===== src/rtl/gray_frame_ctrl.sv =====
// Frame-scan sequencer: reads each pixel, passes it through the external grayscale
// filter (or bypasses it) and writes it back in place. Optional macro GRAY_CTRL_FRAMECNT_EN adds frame_cnt.
module gray_frame_ctrl #(
   parameter int H_RES  = 640,
   parameter int V_RES  = 480,
   parameter int ADDR_W = 19,
   parameter int RD_LAT = 2
) (
   input  logic              clk,
   input  logic              rst,
   input  logic              start,
   input  logic              abort,
   input  logic              mode,
   output logic              busy,
   output logic              done,
   output logic [ADDR_W-1:0] mem_addr,
   output logic              mem_rd_en,
   input  logic [23:0]       mem_rd_data,
   output logic              mem_wr_en,
   output logic [23:0]       mem_wr_data,
   input  logic [23:0]       filt_out,
`ifdef GRAY_CTRL_FRAMECNT_EN
   output logic [23:0]       filt_in,
   output logic [7:0]        frame_cnt
`else
   output logic [23:0]       filt_in
`endif
);

   localparam int N = H_RES * V_RES;
   localparam int WC_W = (RD_LAT > 1) ? $clog2(RD_LAT) : 1;
   localparam logic [ADDR_W-1:0] LAST_ADDR = ADDR_W'(N - 1);
   localparam logic [WC_W-1:0] WAIT_LOAD = WC_W'(RD_LAT - 1);

   typedef enum logic [2:0] {
      S_IDLE,
      S_READ,
      S_WAIT,
      S_WRITE,
      S_DONE
   } state_t;

   state_t            state_reg, state_next;
   logic [ADDR_W-1:0] cnt_reg, cnt_next;
   logic [WC_W-1:0]   wait_reg, wait_next;
   logic              mode_reg, mode_next;
   logic [23:0]       pix_reg, pix_next;

   always_ff @(posedge clk or posedge rst) begin
      if (rst) begin
         state_reg <= S_IDLE;
         cnt_reg   <= '0;
         wait_reg  <= '0;
         mode_reg  <= 1'b0;
         pix_reg   <= '0;
      end else begin
         state_reg <= state_next;
         cnt_reg   <= cnt_next;
         wait_reg  <= wait_next;
         mode_reg  <= mode_next;
         pix_reg   <= pix_next;
      end
   end

   always_comb begin
      state_next = state_reg;
      cnt_next   = cnt_reg;
      wait_next  = wait_reg;
      mode_next  = mode_reg;
      pix_next   = pix_reg;
      busy       = 1'b0;
      done       = 1'b0;
      mem_rd_en  = 1'b0;
      mem_wr_en  = 1'b0;
      case (state_reg)
         S_IDLE: begin
            cnt_next = '0;
            // abort has priority over a coincident start
            if (!abort && start) begin
               mode_next  = mode;
               state_next = S_READ;
            end
         end
         S_READ: begin
            busy       = 1'b1;
            mem_rd_en  = 1'b1;
            wait_next  = WAIT_LOAD;
            state_next = abort ? S_IDLE : S_WAIT;
         end
         S_WAIT: begin
            busy = 1'b1;
            if (abort) begin
               state_next = S_IDLE;
            end else if (wait_reg == '0) begin
               pix_next   = mem_rd_data;
               state_next = S_WRITE;
            end else begin
               wait_next = wait_reg - WC_W'(1);
            end
         end
         S_WRITE: begin
            busy      = 1'b1;
            mem_wr_en = !abort;
            if (abort) begin
               state_next = S_IDLE;
            end else if (cnt_reg == LAST_ADDR) begin
               state_next = S_DONE;
            end else begin
               cnt_next   = cnt_reg + ADDR_W'(1);
               state_next = S_READ;
            end
         end
         S_DONE: begin
            done       = 1'b1;
            state_next = S_IDLE;
         end
         default: state_next = S_IDLE;
      endcase
   end

   assign mem_addr    = cnt_reg;
   assign filt_in     = pix_reg;
   assign mem_wr_data = mode_reg ? filt_out : pix_reg;

`ifdef GRAY_CTRL_FRAMECNT_EN
   logic [7:0] frame_cnt_reg;

   always_ff @(posedge clk or posedge rst) begin
      if (rst)
         frame_cnt_reg <= '0;
      else if (state_reg == S_DONE)
         frame_cnt_reg <= frame_cnt_reg + 8'd1;
   end

   assign frame_cnt = frame_cnt_reg;
`endif

endmodule


===== config.mk =====
export PLATFORM = sky130hd
export DESIGN_NAME = gray_frame_ctrl
export DESIGN_NICKNAME = d
export VERILOG_FILES = /design/src/rtl/gray_frame_ctrl.sv
export SDC_FILE = /design/constraint.sdc
export NUM_CORES = 1
export LEC_CHECK = 0
export BUFFER_PORTS_ARGS = -buffer_cell sky130_fd_sc_hd__buf_2
export CORE_MARGIN = 2
export CORE_UTILIZATION = 46
export CTS_CLUSTER_SIZE = 16
export DETAILED_ROUTE_END_ITERATION = 8
export HOLD_SLACK_MARGIN = 0.03
export PLACE_DENSITY = 0.79
export SLEW_MARGIN = 5
export SYNTH_ARGS = -nofsm -noshare
export SYNTH_HDL_FRONTEND = slang
export SYNTH_SLANG_ARGS = --single-unit

===== constraint.sdc =====
create_clock -name clk -period 2.6 [get_ports clk]
set_clock_uncertainty 0.2 [all_clocks]
set_input_delay 0.52 -clock clk [delete_from_list [all_inputs] [get_ports clk]]
set_output_delay 0.52 -clock clk [all_outputs]
set_load 0.03 [all_outputs]

## Yosys cells after proc, flatten, opt, wreduce, memory -nomap -nowiden

Cells that the tools add are included.

| cells by class | value |
|---|---|
| mux-type cells | 18 |
| shift-type cells | 0 |
| reductions and logical operators | 11 |
| $lt $le $gt $ge | 0 |
| multipliers | 0 |
| eq/ne operators | 10 |
| bitwise gates (word level) | 2 |
| add/sub/neg operators | 2 |
| div/mod/pow operators | 0 |

Operators with widths:

| operator | number |
|---|---|
| two-way mux 19 bit | 2 |
| case mux 19 bit (2 select lines) | 1 |
| two-way mux 24 bit | 1 |
| adder 19 x 1 -> 19 bit (second input constant) | 1 |
| equality test 19 bit (second input constant) | 1 |
| two-way mux 3 bit | 5 |
| case mux 3 bit (4 select lines) | 1 |
| inequality test 2 bit (second input constant) | 4 |
| equality test 3 x 2 -> 1 bit (second input constant) | 2 |
| two-way mux 1 bit | 6 |
| AND reduction 2 bit | 3 |
| AND reduction 3 bit | 2 |
| nonzero test 2 bit | 2 |
| equality test 3 x 1 -> 1 bit (second input constant) | 1 |
| equality test 3 bit (second input constant) | 1 |
| logical NOT 3 bit | 1 |
| inequality test 3 bit (second input constant) | 1 |
| OR reduction 3 bit | 1 |
| two-way mux 2 bit | 1 |
| NOT 1 bit | 2 |
| case mux 1 bit (2 select lines) | 1 |
| logical AND 1 bit | 1 |
| logical NOT 1 bit | 1 |
| subtractor 1 bit (second input constant) | 1 |

| storage, ports and cells | value |
|---|---|
| memories | 0 |
| input port bits | 53 |
| output and inout port bits | 71 |
| RAM bits | 0 |
| latch bits | 0 |
| word-level logic and storage cells | 48 |
| memory bits (read-only) | 0 |
| register bits after elaboration | 48 |

## Logic depth before layout (Yosys ltp)

Gate-level depths: netlist of run 1.

| logic depth | value |
|---|---|
| word-level depth | 4 |
| mapped depth | 7 |
| gate-level depth less buffers | 5 |

## Least setup slack after synthesis of run 1

OpenSTA, ideal clock, no wires.

| timing | value |
|---|---|
| kind | reg-to-output |
| start | register state_reg[0] |
| end | output port mem_rd_en |
| stages on the path, launching flop included | 4 |
| slack | 0.505 ns |
| required time | 1.880 ns |
| path buffers | 1 |
| arrival time | 1.375 ns |
| path through | dfrtp_1 clkbuf_1 inv_1 nor3_1 |

| between the ends | value |
|---|---|
| word-level cells in the longest chain between the ends | 2 |

RTL lines:

| element | line | text |
|---|---|---|
| start: declaration | 43 | `state_t state_reg, state_next;` |
| start signal: assignment | 57 | `state_reg <= state_next;` |
| equality test 3 x 1 -> 1 bit | 75 | `case (state_reg)` |
| two-way mux 1 bit | 75 |  |
| end: declaration | 17 | `output logic mem_rd_en,` |

No other way between the ends.

## Worst setup path in the final report of run 1

| timing | value |
|---|---|
| start | register mode_reg |
| end | output port mem_wr_data[1] |

| between the ends | value |
|---|---|
| word-level cells in the longest chain between the ends | 1 |

RTL lines:

| element | line | text |
|---|---|---|
| start: declaration | 46 | `logic mode_reg, mode_next;` |
| start signal: assignment | 60 | `mode_reg <= mode_next;` |
| two-way mux 24 bit | 123 | `assign mem_wr_data = mode_reg ? filt_out : pix_reg;` |
| end: declaration | 20 | `output logic [23:0] mem_wr_data,` |

No other way between the ends.

==> run_results.csv, run 1 <==
group,metric,value,unit
status,run_status,"finished, final reports clean",
global_routing,grt_pass1_wl,9.970,mm
synthesis,synth_seq_cells,48,
place,dpl-instance-area,0.003202,sq mm
final_layout,syn_to_final_growth,30.85,%
clock_tree,postCtsSetupBuffers,0,
final_layout,n_antenna_cell,0,
synthesis,syn_nets,274,
timing,setup_violations,0,
synthesis,synthFlopType,"dfrtp_1",
clock_tree,clk_pin_slew,0.09,ns
setup_path,rrSetupSlack,0.39,ns
timing,slew_headroom,58.81,%
synthesis,synthArstFlopShare,100.0,%
global_routing,antenna_found_initial,0,
synthesis,ys_types,40,
timing,worst_slack,0.2902,ns
clock_tree,cts_tree,"yes",
synthesis,avgSynthCellArea,11.47,sq um
timing,rsz0062_at_grt,"no",
job,drv_cap,0,
timing,fin_tns_setup,0,ns
clock_tree,clock_sinks,48,
detailed_routing,drt_wl_total,6.273,mm
clock_tree,cts_buffers,5,
detailed_routing,vias_per_cell,5.255,
place,io_buffers,123,
timing,finalCritPeriodShare,88.84,%
setup_path,end_kind,"output pin",
final_layout,finalNonFillerCells,412,
power,vdd_drop_max,536.0,uV
synthesis,ys_warn_count,0,
floorplanning,die_w,78.05,um
final_layout,nets,397,
clock_tree,cts_buffer_depth,2,
worst_hold_path,hold_class,"in2async",
setup_path,reg2reg_from,"mem_addr[6]$_DFFE_PP0P_",
final_layout,seqCellArea,0.001201,sq mm
floorplanning,coreArea,0.005205,sq mm
detailed_routing,firstDrtPassIters,4,
timing,min_period,2.310,ns
timing,whs,0.1657,ns
place,dpl.hpwl,4.678,mm
final_layout,largest_register_ffs,24,
setup_path,worstPathRequired,1.88,ns
synthesis,netlist_instances,220,
timing,fmax,432.9,MHz
detailed_routing,ant_nets,0,
floorplanning,start_util,48.46,%
detailed_routing,drcViolationCount,0,
timing,maxSlewViolCount,0,
detailed_routing,vias,2165,
global_routing,grt_max_degree,49,
global_routing,gr-total-overflow,0,
final_layout,multi_input_area,0.001234,sq mm
floorplanning,die_y,78.05,um
synthesis,synth_top_cell_area_share,47.62,%
timing,hold_violations,0,
floorplanning,rows,26,
setup_path,cp_max_fo,22,
timing,worst_pin_slew,0.6178,ns
detailed_routing,drt_iter0_markers,87,
clock_tree,cts-htree-levels,2,
power,power.leakage,1.649,nW
synthesis,yosysSeqAreaShare,47.62,%
setup_path,worstSetupPathType,"reg2out",
clock_tree,insertion_delay,0.29,ns
setup_path,critPathArrivalTime,1.59,ns
setup_path,regToRegEndpoint,"mem_addr[3]$_DFFE_PP0P_",
global_routing,grtUsageTotal,20.63,%
floorplanning,io_pins,124,
place,dp.cells,406,
clock_tree,cts_resized,0,
global_routing,grt_pass1_vias,2041,
floorplanning,die_area,0.006092,sq mm
clock_tree,cts-root-buf,"clkbuf_8",
synthesis,synth-edff-count,0,
final_layout,fillers,443,
synthesis,synth_area_leaders,"dfrtp_1, mux2_2, nor2_1",
final_layout,drive_gt1_share,55.56,%
place,gp_congestion,0.8303,
setup_path,worstRegToRegCells,5,
synthesis,yosysTopAreaCell,"dfrtp_1",
clock_tree,cts_hold_buf,0,
final_layout,final_area,0.003301,sq mm
power,powerDensity,993.7,mW/mm^2
detailed_routing,wl_per_cell,15.23,um
setup_path,cp-start-kind,"flop",
place,place_ws,0.3453,ns
synthesis,syn_area,0.002522,sq mm
[stage by stage]
step	util [%]	power, mW
after floorplan	-	2.304
after global placement	61.51	2.766
after detailed placement	61.51	2.806
after CTS	63.41	3.314
after global routing	63.41	3.452
final	63.41	3.280
[layer usage]
metal | global-route usage (%) | vias to the layer above | share of wire (%)
met5 | 0 | - | 0
met1 | 24.87 | 1029 | 42
met3 | 6.437 | 4 | 7.8
li1 | - | 1053 | -
met4 | 4.737 | 0 | 0.49
met2 | 36.21 | 79 | 50
[cell usage after synthesis (2+ instances only)]
library cell	instances
nor3_1	9
nand4_1	2
o211ai_1	7
a21oi_1	4
xnor2_1	5
o21ai_0	4
buf_6	2
dfrtp_1	48
mux2_2	49
buf_1	3
or4_1	3
and3_1	4
buf_2	4
xor2_1	5
nand3_1	6
and4_1	5
or3_1	3
o31ai_1	4
mux2i_1	2
inv_1	3
nand2_1	9
clkbuf_1	4
nor2_1	18
[critical path: stages (launching register included)]
cell and delay, ns:
dfrtp_1 0.41, buf_4 0.32, mux2_2 0.38, buf_2 0.18
[kinds of logic after synthesis]
| kind of cell | after synthesis | share of synthesized area (%) |
|---|---|---|
| flops | 48 | 47.62 |
| xor+xnor | 10 | 3.472 |
| buf+inv | 17 | 3.472 |
| compound gates | 27 | 7.887 |
| fa+ha+maj | 1 | 0.4960 |
| mux | 51 | 22.67 |
| simple gates | 66 | 14.38 |
[power by group]
group          leakage [nW]  switching, mW  internal (mW)
sequential            0.623          0.146          0.945
combinational         0.975           1.09          0.599
clock                0.0501          0.226          0.276
[final cells by class]
cell class	count	area share, %
Inverter	3	0.3412
Multi-Input combinational cell	155	37.38
Tap cell	70	2.654
Sequential cell	48	36.39
Timing Repair Buffer	130	20.24
Clock buffer	5	2.085
Clock inverter	1	0.9098
[how the worst max path moves through the flow]
stage / startpoint / end / slack (ns) / depth (start not counted)
2_1_floorplan: state_reg[0]$_DFFE_PP0P_ / mem_rd_en / 0.51 / 3
3_3_place_gp: abort / mem_addr[11]$_DFFE_PP0P_ / 0.39 / 5
3_5_place_dp: abort / mem_addr[11]$_DFFE_PP0P_ / 0.35 / 5
4_1_cts: mode_reg$_DFFE_PP0P_ / mem_wr_data[1] / 0.28 / 3
5_1_grt: mem_addr[6]$_DFFE_PP0P_ / mem_addr[5]$_DFFE_PP0P_ / 0.19 / 5
6_report: mode_reg$_DFFE_PP0P_ / mem_wr_data[1] / 0.29 / 3
[placed cells by master (no fill, tap or decap), types with 2 or more instances in the layout]
cell	instances
buf_2	123
mux2_2	49
dfrtp_1	48
nor2_1	18
nand2_1	9
nor3_1	9
o211ai_1	7
buf_4	7
nand3_1	6
and4_1	5
xor2_1	5
xnor2_1	5
clkbuf_8	5
and3_1	4
o21ai_0	4
o31ai_1	4
a21oi_1	4
or3_1	3
or4_1	3
inv_1	2
mux2i_1	2
nand4_1	2
(Power assumes the default switching activity.)
==> run 2, diff against run 1 <==
Settings changed: CORE_MARGIN 2 to 4, CORE_UTILIZATION 46 to 42, PLACE_DENSITY 0.79 to 0.76.
Clock period 2.6 ns to 1.9 ns, I/O delays scaled along.
==> run_results.csv, run 2 (synthesis gave the netlist of run 1 again) <==
group,metric,value,unit
place,gp_congestion,0.8096,
status,violations,"negative setup slack",
detailed_routing,drt_wl_total,7.986,mm
final_layout,drive_gt1_share,67.02,%
setup_path,crit_chain,"clkbuf_16 -> mux2_2 -> buf_6",
clock_tree,insertion_delay,0.30,ns
timing,maxSlewViolCount,0,
place,io_buffers,123,
clock_tree,clock_sinks,48,
timing,worst_slack,-0.09098,ns
timing,whs,0.1069,ns
timing,worst_pin_slew,0.5227,ns
detailed_routing,vias,2411,
clock_tree,cts_tree,"yes",
setup_path,cp_max_fo,10,
clock_tree,cts-root-buf,"clkbuf_8",
detailed_routing,drcViolationCount,0,
detailed_routing,vias_per_cell,5.382,
timing,fin_tns_setup,-1.562,ns
timing,min_period,1.991,ns
setup_path,worstSetupPathType,"reg2out",
final_layout,largest_register_ffs,24,
global_routing,grt_pass1_vias,2460,
final_layout,final_common_cell,"buf_2",
place,dp.cells,433,
clock_tree,cts-htree-levels,2,
global_routing,gr-total-overflow,0,
job,drv_cap,0,
final_layout,syn_to_final_growth,57.89,%
worst_hold_path,hold_class,"in2reg",
global_routing,grt_pass1_wl,12.04,mm
clock_tree,clk_pin_slew,0.09,ns
floorplanning,rows,27,
setup_path,worstPathRequired,1.32,ns
place,dpl.hpwl,5.347,mm
final_layout,final_util,70.17,%
floorplanning,die_w,85.50,um
setup_path,max_stage_delay,0.43,ns
status,run_status,"finished with violations",
floorplanning,coreArea,0.005675,sq mm
power,power.leakage,1.955,nW
final_layout,finalNonFillerCells,448,
floorplanning,io_pins,124,
setup_path,critical_path.slowest_cell,"dfrtp_2",
timing,slew_headroom,64.92,%
detailed_routing,wl_per_cell,17.83,um
global_routing,antenna_found_initial,0,
power,powerDensity,1309,mW/mm^2
floorplanning,die_area,0.007309,sq mm
power,p_total,5.213,mW
setup_path,end_kind,"output pin",
global_routing,grt_max_degree,25,
final_layout,n_antenna_cell,0,
timing,setup_violations,25,
final_layout,layout_common_cells,"buf_2, mux2_2, dfrtp_1, buf_6, buf_4",
setup_path,critPathArrivalTime,1.41,ns
detailed_routing,ant_nets,0,
floorplanning,start_util,44.44,%
timing,rsz0062_at_grt,"yes",
power,vdd_drop_max,1014,uV
timing,finalCritPeriodShare,104.8,%
detailed_routing,firstDrtPassIters,5,
clock_tree,cts_buffer_depth,2,
timing,hold_violations,0,
timing,fmax,502.3,MHz
detailed_routing,drt_iter0_markers,137,
setup_path,cp-start-kind,"flop",
clock_tree,cts_buffers,5,
floorplanning,die_y,85.50,um
global_routing,grtUsageTotal,20.38,%
final_layout,nets,430,
==> run 2: cell types whose count changed in the layout (fill, tap and decap cells not counted), moves of 5 or more <==
cell,before,now
mux2_2,49,44
dfrtp_2,0,11
buf_2,123,96
mux2_4,0,5
buf_6,0,33
buf_4,7,29
dfrtp_1,48,37
==> run 2: final timing paths <==
kind	start	depth (start not counted)	end	slack, ns
setup reg to reg	mem_addr[17]$_DFFE_PP0P_	6	state_reg[0]$_DFFE_PP0P_	-0.01
hold / removal	mem_rd_data[18]	2	filt_in[18]$_DFFE_PP0P_	0.11
max in group asynchronous	rst	4	mode_reg$_DFFE_PP0P_	0.55
hold reg to reg	mem_addr[0]$_DFFE_PP0P_	1	mem_addr[0]$_DFFE_PP0P_	0.33
setup / recovery	mode_reg$_DFFE_PP0P_	3	mem_wr_data[6]	-0.09
min in group asynchronous	rst	3	mem_addr[14]$_DFFE_PP0P_	0.45
==> run 2: power by group <==
group	leakage (nW)	total, mW	internal [mW]	switching, mW
Clock	0.0642	0.851	0.518	0.333
Sequential	0.606	1.52	1.29	0.226
Combinational	1.29	2.84	1.21	1.64
==> run 2: repair_timing <==
action,in CTS,in global routing
pin swaps,4,19
resized for setup,51,39
hold buffers,1,0
cloned,0,1
hold endpoints to repair,18,0
setup buffers,3,4
endpoints found under the setup margin,29,67
==> run 2: critical path: cells and delay by family (launching register included) <==
| family | cells | cell delay (ns) |
|---|---|---|
| mux | 1 | 0.35 |
| flops | 1 | 0.43 |
| buf+inv | 2 | 0.33 |
==> run 2: area by class of cell <==
cell class | instances | area (sq um)
fill | 419 | 1693
sequential | 48 | 1215
clock inverter | 2 | 60.06
timing repair buffer | 163 | 1165
multi-input combinational | 155 | 1373
inverter | 3 | 11.26
clock buffer | 5 | 68.82
tap | 72 | 90.09
==> run 2: routing by layer <==
| metal | global-route usage, % | up-vias | routed length, um |
|---|---|---|---|
| met5 | 0 | - | 0 |
| li1 | - | 1118 | - |
| met1 | 23.04 | 1192 | 2975 |
| met3 | 5.476 | 10 | 540 |
| met4 | 4.317 | 0 | 92 |
| met2 | 38.21 | 91 | 4377 |
==> run 2: stage by stage <==
stage / instance area [sq um] / setup slack, ns
after floorplan: 2575 / -0.1313
after global placement: 3468 / -0.009229
after detailed placement: 3468 / -0.04314
after CTS: 3790 / -0.1098
after global routing: 3983 / -0.1305
final: 3983 / -0.09098
==> run 3, diff against run 2 <==
Settings changed: BUFFER_PORTS_ARGS -buffer_cell sky130_fd_sc_hd__buf_2 to -buffer_cell sky130_fd_sc_hd__clkbuf_2.
==> run_results.csv, run 3 (synthesis gave the netlist of run 1 again) <==
group,metric,value,unit
status,run_status,"finished with violations",
status,violations,"negative setup slack",
job,drv_cap,0,
floorplanning,rows,27,
timing,min_period,2.002,ns
place,dp.cells,429,
detailed_routing,wl_per_cell,16.52,um
detailed_routing,vias,2289,
place,place_ws,-0.06101,ns
timing,worst_slack,-0.1019,ns
clock_tree,cts_tree,"yes",
global_routing,grt_pass1_wl,11.36,mm
clock_tree,cts-htree-levels,2,
detailed_routing,wl_met1,2.914,mm
timing,fmax,499.5,MHz
global_routing,grt_pass1_vias,2293,
power,powerDensity,1308,mW/mm^2
setup_path,cpLargestDelayFamily,"flip-flops",
clock_tree,postCtsSetupBuffers,0,
floorplanning,coreArea,0.005675,sq mm
global_routing,grt_max_degree,25,
timing,hold_violations,0,
floorplanning,io_pins,124,
clock_tree,clk_pin_slew,0.09,ns
setup_path,worstPathRequired,1.32,ns
place,gp_congestion,0.8140,
detailed_routing,vias_per_cell,5.214,
place,io_buffers,123,
final_layout,final_util,67.99,%
setup_path,end_kind,"output pin",
power,power.leakage,1.901,nW
global_routing,grtUsageTotal,19.24,%
floorplanning,start_util,44.44,%
setup_path,cp_max_fo,11,
floorplanning,die_area,0.007309,sq mm
place,dpl.hpwl,5.114,mm
timing,whs,0.1028,ns
detailed_routing,ant_nets,0,
final_layout,seqCellArea,0.001215,sq mm
global_routing,gr-total-overflow,0,
power,p_total,5.049,mW
timing,maxSlewViolCount,0,
setup_path,critPathArrivalTime,1.42,ns
clock_tree,clock_sinks,48,
setup_path,crit_chain,"buf_12 -> mux2_2 -> clkbuf_8",
final_layout,drive_gt1_share,62.94,%
final_layout,layout_common_cells,"clkbuf_2, mux2_2, dfrtp_1, buf_4, buf_8",
final_layout,finalNonFillerCells,439,
detailed_routing,drt_iter0_markers,62,
clock_tree,cts_buffer_depth,2,
floorplanning,die_w,85.50,um
timing,slew_headroom,69.21,%
setup_path,cp-start-kind,"flop",
clock_tree,cts_buffers,5,
final_layout,largest_register_ffs,24,
floorplanning,die_y,85.50,um
final_layout,final_area,0.003859,sq mm
timing,rsz0062_at_grt,"yes",
detailed_routing,firstDrtPassIters,4,
final_layout,nets,420,
clock_tree,insertion_delay,0.30,ns
setup_path,critical_path.slowest_cell,"dfrtp_2",
detailed_routing,drt_wl_total,7.254,mm
timing,worst_pin_slew,0.4612,ns
final_layout,final_common_cell,"clkbuf_2",
place,dpl-instance-area,0.003438,sq mm
final_layout,n_antenna_cell,0,
setup_path,worstSetupPathType,"reg2out",
clock_tree,cts-root-buf,"clkbuf_8",
timing,fin_tns_setup,-1.811,ns
timing,setup_violations,24,
timing,finalCritPeriodShare,105.4,%
detailed_routing,wl_met3,579,um
final_layout,fillers,417,
detailed_routing,drcViolationCount,0,
power,vdd_drop_max,1029,uV
global_routing,antenna_found_initial,0,
setup_path,max_stage_delay,0.44,ns
detailed_routing,highest_layer,"met4",
detailed_routing,route.met2.wl,3.633,mm
worst_hold_path,hold_class,"in2reg",
final_layout,multi_input_area,0.001324,sq mm
setup_path,crit_buf_inv,2,
final_layout,syn_to_final_growth,52.98,%
run 3: worst paths after layout:
kind,endpoint,depth (start not counted),slack [ns],start
setup / recovery,mem_wr_data[17],3,-0.10,mode_reg$_DFFE_PP0P_
max in group asynchronous,mode_reg$_DFFE_PP0P_,4,0.57,rst
min in group asynchronous,mem_addr[1]$_DFFE_PP0P_,3,0.45,rst
setup reg to reg,mem_addr[3]$_DFFE_PP0P_,6,0.06,mem_addr[12]$_DFFE_PP0P_
hold / removal,state_reg[0]$_DFFE_PP0P_,2,0.10,abort
hold reg to reg,mem_addr[4]$_DFFE_PP0P_,1,0.34,mem_addr[4]$_DFFE_PP0P_
run 3: timing repair:
item / in CTS / in global routing
gates cloned: 0 / 1
endpoints found under the setup margin: 27 / 39
hold buffers: 1 / 0
gates resized for setup: 49 / 42
pin swaps: 2 / 10
endpoints found under the hold margin: 19 / 0
run 3: cell type report:
| type | instances | share of cell area [%] |
|---|---|---|
| Clock inverter | 1 | 0.1297 |
| Clock buffer | 7 | 1.978 |
| Multi-Input combinational cell | 155 | 34.31 |
| Inverter | 3 | 0.2918 |
| Sequential cell | 48 | 31.49 |
| Tap cell | 72 | 2.335 |
| Timing Repair Buffer | 153 | 29.47 |
run 3: report_power, final:
group          internal, mW  switching [mW]  total [mW]
Sequential             1.29           0.231        1.53
Combinational          1.32            1.63        2.94
Clock                 0.259           0.320       0.579
Total                  2.87            2.18        5.05
run 3: per-layer routing:
layer	up-vias	track usage [%]
met5	-	0
met4	0	5.899
met3	11	5.572
met2	103	32.91
met1	1079	23.44
li1	1096	-
